File: src/rtl/mem_read_ctrl_pkg.sv
// rtl/mem_read_ctrl_pkg.sv - shared widths and state encoding for the memory access controller
package mem_read_ctrl_pkg;

    // Default widths, shared with the register file and MDR
    localparam int DATA_W_DEF = 32;
    localparam int ADDR_W_DEF = 9;

    // Wait-state counter width; wait parameters must fit in 1..15
    localparam int CNT_W = 4;

    typedef enum logic [1:0] {
        S_IDLE    = 2'd0,
        S_RD_WAIT = 2'd1,
        S_WR_BUSY = 2'd2,
        S_DONE    = 2'd3
    } state_t;

endpackage

File: src/rtl/mem_read_ctrl_mar_reg.sv
// rtl/mem_read_ctrl_mar_reg.sv - memory address register, keeps the low address bits of the bus
module mem_read_ctrl_mar_reg
    import mem_read_ctrl_pkg::*;
#(
    parameter int DATA_W = DATA_W_DEF,
    parameter int ADDR_W = ADDR_W_DEF
) (
    input  logic              clk,
    input  logic              clr,
    input  logic              load,
    input  logic [DATA_W-1:0] d,
    output logic [ADDR_W-1:0] q
);

    logic [ADDR_W-1:0] mar_d;
    logic [ADDR_W-1:0] mar_q;

    // Upper bus bits are discarded by design
    logic unused_hi;
    assign unused_hi = ^d[DATA_W-1:ADDR_W];

    // Next MAR value: load the truncated bus when requested, otherwise hold
    always_comb begin
        mar_d = mar_q;
        if (load) begin
            mar_d = d[ADDR_W-1:0];
        end
    end

    // MAR storage with asynchronous clear
    always_ff @(posedge clk or posedge clr) begin
        if (clr) begin
            mar_q <= '0;
        end else begin
            mar_q <= mar_d;
        end
    end

    assign q = mar_q;

endmodule

File: src/rtl/mem_read_ctrl.sv
// rtl/mem_read_ctrl.sv - MAR owner and RAM read/write sequencer with fixed wait states
module mem_read_ctrl
    import mem_read_ctrl_pkg::*;
#(
    parameter int DATA_W  = DATA_W_DEF,
    parameter int ADDR_W  = ADDR_W_DEF,
    parameter int RD_WAIT = 2,
    parameter int WR_WAIT = 1
) (
    input  logic              clk,
    input  logic              clr,
    input  logic              MARin,
    input  logic [DATA_W-1:0] BusMuxOut,
    input  logic              mem_rd,
    input  logic              mem_wr,
    input  logic [DATA_W-1:0] MDRout_q,
    output logic [DATA_W-1:0] Mdatain,
    output logic              mem_done,
    output logic              busy,
    output logic [ADDR_W-1:0] ram_addr,
    output logic [DATA_W-1:0] ram_wdata,
    output logic              ram_re,
    output logic              ram_we,
    input  logic [DATA_W-1:0] ram_rdata
);

    // The counter is 4 bits and never wraps, so wait counts outside 1..15 cannot be sequenced
    if (RD_WAIT < 1 || RD_WAIT > 15) begin : g_bad_rd_wait
        $error("mem_read_ctrl: RD_WAIT must be within 1..15");
    end
    if (WR_WAIT < 1 || WR_WAIT > 15) begin : g_bad_wr_wait
        $error("mem_read_ctrl: WR_WAIT must be within 1..15");
    end

    localparam logic [CNT_W-1:0] RD_LOAD = CNT_W'(RD_WAIT - 1);
    localparam logic [CNT_W-1:0] WR_LOAD = CNT_W'(WR_WAIT - 1);

    logic [ADDR_W-1:0] mar_q;

    state_t            state_d,   state_q;
    logic [CNT_W-1:0]  cnt_d,     cnt_q;
    logic [ADDR_W-1:0] addr_d,    addr_q;
    logic [DATA_W-1:0] mdatain_d, mdatain_q;
    logic [DATA_W-1:0] wdata_d,   wdata_q;
    logic              done_d,    done_q;
    logic              re_d,      re_q;
    logic              we_d,      we_q;

    mem_read_ctrl_mar_reg #(
        .DATA_W (DATA_W),
        .ADDR_W (ADDR_W)
    ) u_mar (
        .clk  (clk),
        .clr  (clr),
        .load (MARin),
        .d    (BusMuxOut),
        .q    (mar_q)
    );

    // Next-state logic: accept a request in IDLE (read wins), count wait states, pulse done
    always_comb begin
        state_d   = state_q;
        cnt_d     = cnt_q;
        addr_d    = addr_q;
        mdatain_d = mdatain_q;
        wdata_d   = wdata_q;
        we_d      = we_q;
        done_d    = 1'b0;
        re_d      = 1'b0;
        case (state_q)
            S_IDLE: begin
                // The address copy is taken here so later MAR loads cannot disturb an access
                if (mem_rd) begin
                    addr_d  = mar_q;
                    re_d    = 1'b1;
                    cnt_d   = RD_LOAD;
                    state_d = S_RD_WAIT;
                end else if (mem_wr) begin
                    addr_d  = mar_q;
                    wdata_d = MDRout_q;
                    we_d    = 1'b1;
                    cnt_d   = WR_LOAD;
                    state_d = S_WR_BUSY;
                end
            end
            S_RD_WAIT: begin
                if (cnt_q != '0) begin
                    cnt_d = cnt_q - 1'b1;
                end else begin
                    mdatain_d = ram_rdata;
                    state_d   = S_DONE;
                end
            end
            S_WR_BUSY: begin
                if (cnt_q != '0) begin
                    cnt_d = cnt_q - 1'b1;
                end else begin
                    we_d    = 1'b0;
                    state_d = S_DONE;
                end
            end
            S_DONE: begin
                done_d  = 1'b1;
                state_d = S_IDLE;
            end
            default: begin
                state_d = S_IDLE;
            end
        endcase
    end

    // State, counter and registered outputs; clear aborts any access in flight
    always_ff @(posedge clk or posedge clr) begin
        if (clr) begin
            state_q   <= S_IDLE;
            cnt_q     <= '0;
            addr_q    <= '0;
            mdatain_q <= '0;
            wdata_q   <= '0;
            done_q    <= 1'b0;
            re_q      <= 1'b0;
            we_q      <= 1'b0;
        end else begin
            state_q   <= state_d;
            cnt_q     <= cnt_d;
            addr_q    <= addr_d;
            mdatain_q <= mdatain_d;
            wdata_q   <= wdata_d;
            done_q    <= done_d;
            re_q      <= re_d;
            we_q      <= we_d;
        end
    end

    assign busy      = (state_q != S_IDLE);
    assign Mdatain   = mdatain_q;
    assign mem_done  = done_q;
    assign ram_addr  = addr_q;
    assign ram_wdata = wdata_q;
    assign ram_re    = re_q;
    assign ram_we    = we_q;

endmodule

File: config.mk
export PLATFORM = sky130hd
export DESIGN_NAME = mem_read_ctrl
export DESIGN_NICKNAME = d
export VERILOG_FILES = /design/src/rtl/mem_read_ctrl_pkg.sv /design/src/rtl/mem_read_ctrl_mar_reg.sv /design/src/rtl/mem_read_ctrl.sv
export SDC_FILE = /design/constraint.sdc
export NUM_CORES = 1
export LEC_CHECK = 0
export BUFFER_PORTS_ARGS = -buffer_cell sky130_fd_sc_hd__clkbuf_2
export CAP_MARGIN = 10
export CORE_MARGIN = 4
export CORE_UTILIZATION = 46
export CTS_CLUSTER_SIZE = 30
export DETAILED_ROUTE_END_ITERATION = 12
export PLACE_DENSITY = 0.79
export SYNTH_ARGS = -nofsm -noshare
export SYNTH_HDL_FRONTEND = slang
export SYNTH_SLANG_ARGS = --single-unit
File: constraint.sdc
create_clock -name clk -period 9.15 [get_ports clk]
set_input_delay 1.83 -clock clk [delete_from_list [all_inputs] [get_ports clk]]
set_output_delay 1.83 -clock clk [all_outputs]
set_load 0.01 [all_outputs]
---- After elaboration in Yosys (flattened, before gate mapping) ----
Index checks and enable logic that the tools add are counted.
Widths: inputs -> output; s select.
storage, ports and cells
  logic and storage cells ................. 51
  output and inout port bits .............. 77
  input port bits ......................... 101
  register bits ........................... 91
cells by class
  muxes and demuxes ....................... 17
  equal/unequal tests ..................... 9
  bitwise logic cells ..................... 2
  add/subtract/negate cells ............... 1
  reduce and logical (&&, ||, !) cells .... 13
operator list
  operator             count
  $mux 9               2
  $mux 4               3
  $ne 2x2->1 const B   4
  $pmux 4 s2           1
  $reduce_bool 2->1    4
  $mux 1               6
  $mux 2               3
  $pmux 2 s3           1
  $reduce_and 2->1     3
  $reduce_and 3->1     2
  $eq 2x2->1 const B   2
  $reduce_and 4->1     1
  $reduce_bool 4->1    1
  $sub 4x1->4 const B  1
  $ne 3x3->1 const B   1
  $eq 2x1->1 const B   1
  $logic_not 2->1      1
  $ne 2x1->1 const B   1
  $not 1->1            2
  $pmux 1 s2           1
  $reduce_or 2->1      1

---- Depth between registers and ports, before layout ----
  depth after elaboration ................. 4
  gate-level depth with buffers ........... 7

---- By module ----
From an unflattened synthesis, not the netlist that was laid out.
unflattened totals
  cell total of the unflattened synthesis .. 237
  area, all modules ....................... 3870.0 um^2
by module, submodules not included
  module                 cells an instance  area each (um^2)  times used  seq. area each (um^2)
  mem_read_ctrl          217                3494.6            1           2052.0
  mem_read_ctrl_mar_reg  20                 375.4             1           225.2

---- Worst setup path after synthesis ----
No wires, ideal clock.
  path kind ............................... input -> register
  start ................................... in mem_wr
  end ..................................... reg cnt_q[2]
  required time ........................... 9063 ps
  path slack .............................. 6279 ps
  cell stages on the path ................. 4
  path buffers ............................ 1
  data arrival time ....................... 2784 ps
  cell sequence ........................... buf_2 nor3b_2 or4_2 o211ai_1
between the ends
  longest elaborated chain between the ends .. 2
ends and longest elaborated chain
  what                               line                  text
  from (decl)                        mem_read_ctrl.sv:15   input logic mem_wr,
  $ne 3x3->1 (no source line)        --
  $reduce_and 3->1 (no source line)  --
  to (signal assigned)               mem_read_ctrl.sv:125  cnt_q <= cnt_d;
  to (decl)                          mem_read_ctrl.sv:41   logic [CNT_W-1:0] cnt_d, cnt_q;
Every way passes these cells.
A chain may end at the register's enable or synchronous reset.

---- Final worst setup path ----
  start ................................... reg state_q[1]
  end ..................................... out busy
between the ends
  longest elaborated chain between the ends .. 1
ends and longest elaborated chain
  what                    line                  text
  from (decl)             mem_read_ctrl.sv:40   state_t state_d, state_q;
  from (signal assigned)  mem_read_ctrl.sv:124  state_q <= state_d;
  $reduce_bool 2->1       mem_read_ctrl.sv:135  assign busy = (state_q != S_IDLE);
  to (decl)               mem_read_ctrl.sv:19   output logic busy,
Every way passes these cells.

==> impl_metrics.yaml <==
synth:
  ys_types: 37
  synth_area_um2: 3820
  netlist_instances: 236
  synth_area_leaders: "dfrtp_1 (60%), mux2_2 (15%), mux2_4 (12%)"
  synth_top_area_share_pct: 59.5
  yosysTopAreaCell: "dfrtp_1"
  ys_seq_elements: 91
  seq_area_frac_synth_pct: 59.5
  avgSynthCellArea_um2: 16.2
  ys_warn_count: 0
  synth.net_count: 344
hold_path:
  hp-start: "u_mar.q[6]"
  min_path_cells: 1
  min_to: "ram_addr[6]"
  hold_class: "flop to flop"
sta:
  min_period_ns: 3.14
  finalSetupViolations: 0
  hold_violations: 0
  rsz0062_at_grt: "false"
  fin_setup_tns_ns: 0
  tightest_slew_ns: 0.584
  slew_violations: 0
  fmax_mhz: 318
  clock_skew_ns: 0.0125
  layout_worst_path_cycle_share_pct: 34.4
  slew_headroom_pct: 61.1
power_and_ir_drop:
  internal-power_uw: 1120
  leakage_uw: 0.00244
  power_frac_seq_pct: 40.7
  p_clk_share_pct: 15.8
  ir_drop_mv: 0.149
  comb_power_share_pct: 43.5
  switching_power_uw: 572
  netSwitchingFraction_pct: 33.7
  power-per-cell-area_nw_per_um2: 350
layout:
  drive_above_1_share_pct: 66.3
  layout_commonest_cell: "clkbuf_2"
  final_cells: 500
  antennaDiodeCount: 0
  area_growth_pct: 26.6
  layout_common_cells: "clkbuf_2 (154), dfrtp_1 (91), mux2_2 (52)"
  fin_nets: 502
routing:
  postRouteAntennaNets: 0
  post_drt_wl_per_cell_um: 15.4
  wl_met3_um: 752
  vias_per_cell: 4.90
  vias: 2449
  first_pass_iters: 4
  route.met2.wl_mm: 3.52
  drcViolationCount: 0
  met1_length_mm: 3.31
  drt-total-wl_mm: 7.69
  drt_iter0_drc: 65
  routed.top_layer: "met4"
worst_setup_path:
  crit_path_max_fanout: 5
  reg2regPathDepth: 5
  cp-end-kind: "primary output"
  required_ns: 7.32
  reg2reg_slack_ns: 6.95
  critPathKind: "flop to primary output"
  max_stage_delay_ns: 0.43
  r2r-start: "cnt_q[0]"
  crit_path_frequent_cell: "inv_1"
  r2r_end: "Mdatain[29]"
  critPathSlowestCell: "dfrtp_1"
  path_cells: "inv_1 > ha_1 > inv_1 > clkbuf_2"
  start_kind: "flop"
  critPathArrivalTime_ns: 1.31
clocking:
  clock_latency_ns: 0.34
  hold_buffers: 0
  cts_resized: 0
  cts.root.buffer_cell: "clkbuf_8"
  cts_setup_buffers: 0
  clockBufferDepth: 2
  cts_tree: "done"
  clkSinkCount: 91
  cts_buffers: 9
  htreeDepth: 3
  clk_pin_slew_ns: 0.09
die:
  num_rows: 32
  die_x_um: 99.2
  die-area_um2: 9840
  core_area_um2: 7890
  io_pins: 178
  die_h_um: 99.2
  start_util_pct: 48.5
placement:
  routabilityCongestion: 0.771
  dp_hpwl_mm: 5.61
  io_buffers: 154
  placed_cells: 484
global_route:
  antenna_found_initial: 0
  track_usage_pct: 16.0
  grt_remaining_overflow: 0
  grt_pass1_vias: 2540
  grt_pass1_wl_mm: 12.6
  grt_max_degree: 92
flow_run:
  cap_violations: 0
run_status:
  status: "finished clean"
how the worst max path moves through the flow:
stage,to,cells after the start,from
3_5_place_dp,ram_wdata[14],5,mem_rd
2_1_floorplan,Mdatain[0],1,clr
5_1_grt,busy,4,state_q[0]
6_report,busy,4,state_q[1]
4_1_cts,busy,4,state_q[1]
3_3_place_gp,ram_wdata[8],5,mem_rd
flip-flops by register name, summed over array words and instances (netlist names):
| name | flops |
|---|---|
| state_q | 2 |
| ram_we | 1 |
| cnt_q | 4 |
| ram_wdata | 32 |
| u_mar.q | 9 |
| Mdatain | 32 |
| ram_addr | 9 |
| ram_re | 1 |
| mem_done | 1 |
kinds of logic (layout without fill, tap and decap cells):
logic type / count (synthesis) / after routing / share of synthesized area (%)
flops: 91 / 91 / 59.5
mux: 82 / 82 / 27.1
simple gates: 22 / 22 / 4.15
compound gates: 17 / 17 / 3.24
buf+inv: 17 / 179 / 3.70
fa+ha+maj: 7 / 7 / 2.29
final cells by class:
class | instances | area (um2)
timing repair buffer | 157 | 806
clock buffer | 10 | 138
multi-input combinational | 128 | 1410
clock inverter | 5 | 61.3
tap | 102 | 128
inverter | 7 | 27.5
sequential | 91 | 2280
fill | 615 | 3040
per-layer routing:
layer / vias up / global-route usage [%]
li1: 1148 / -
met1: 1174 / 21.2
met2: 115 / 24.6
met3: 12 / 5.54
met4: 0 / 5.25
met5: - / 0
power groups by stage:
stage / clock network (uW) / logic, uW / registers (uW)
finish: 269 / 738 / 691
detailed placement: 0 / 744 / 698
global placement: 0 / 730 / 685
floorplan: 0 / 421 / 771
global route: 299 / 805 / 717
CTS: 278 / 749 / 692
per-stage QoR:
step	total power, uW	hold slack, ns	setup slack (ns)	instance area (um2)	utilization (%)
floorplan	1190	0.477	4.96	3820	-
global route	1820	0.524	5.91	4840	61.4
CTS	1720	0.512	5.97	4820	61.2
global placement	1420	0.485	6.01	4620	58.6
detailed placement	1440	0.492	5.96	4620	58.6
finish	1700	0.506	6.01	4840	61.4
critical path, delay by kind of cell (launching register included):
family,cells,cell delay [ns]
buffers and inverters,3,0.33
DFF,1,0.43
adders and majority gates,1,0.23
cell usage after synthesis:
| master | number |
|---|---|
| o21ai_2 | 1 |
| nor3b_4 | 1 |
| nand2_1 | 4 |
| o21ai_0 | 2 |
| a21boi_0 | 1 |
| o211ai_1 | 1 |
| a31oi_1 | 1 |
| or4b_2 | 1 |
| and2_4 | 1 |
| buf_4 | 3 |
| nand3b_1 | 1 |
| dfrtp_1 | 91 |
| or3b_2 | 1 |
| o21a_1 | 1 |
| nand2b_1 | 4 |
| nor2_1 | 1 |
| a311o_1 | 1 |
| mux2_2 | 52 |
| inv_1 | 7 |
| ha_1 | 7 |
| a21oi_1 | 3 |
| nor4_1 | 1 |
| clkbuf_1 | 2 |
| a21o_1 | 1 |
| nor3b_2 | 1 |
| o221a_2 | 1 |
| o221ai_1 | 1 |
| buf_12 | 4 |
| o22ai_1 | 1 |
| buf_2 | 1 |
| mux2_4 | 30 |
| nand3_1 | 2 |
| or3_2 | 1 |
| o2bb2ai_1 | 2 |
| and2b_1 | 1 |
| or4_2 | 1 |
| nor4b_1 | 1 |
(Power assumes the default switching activity.)
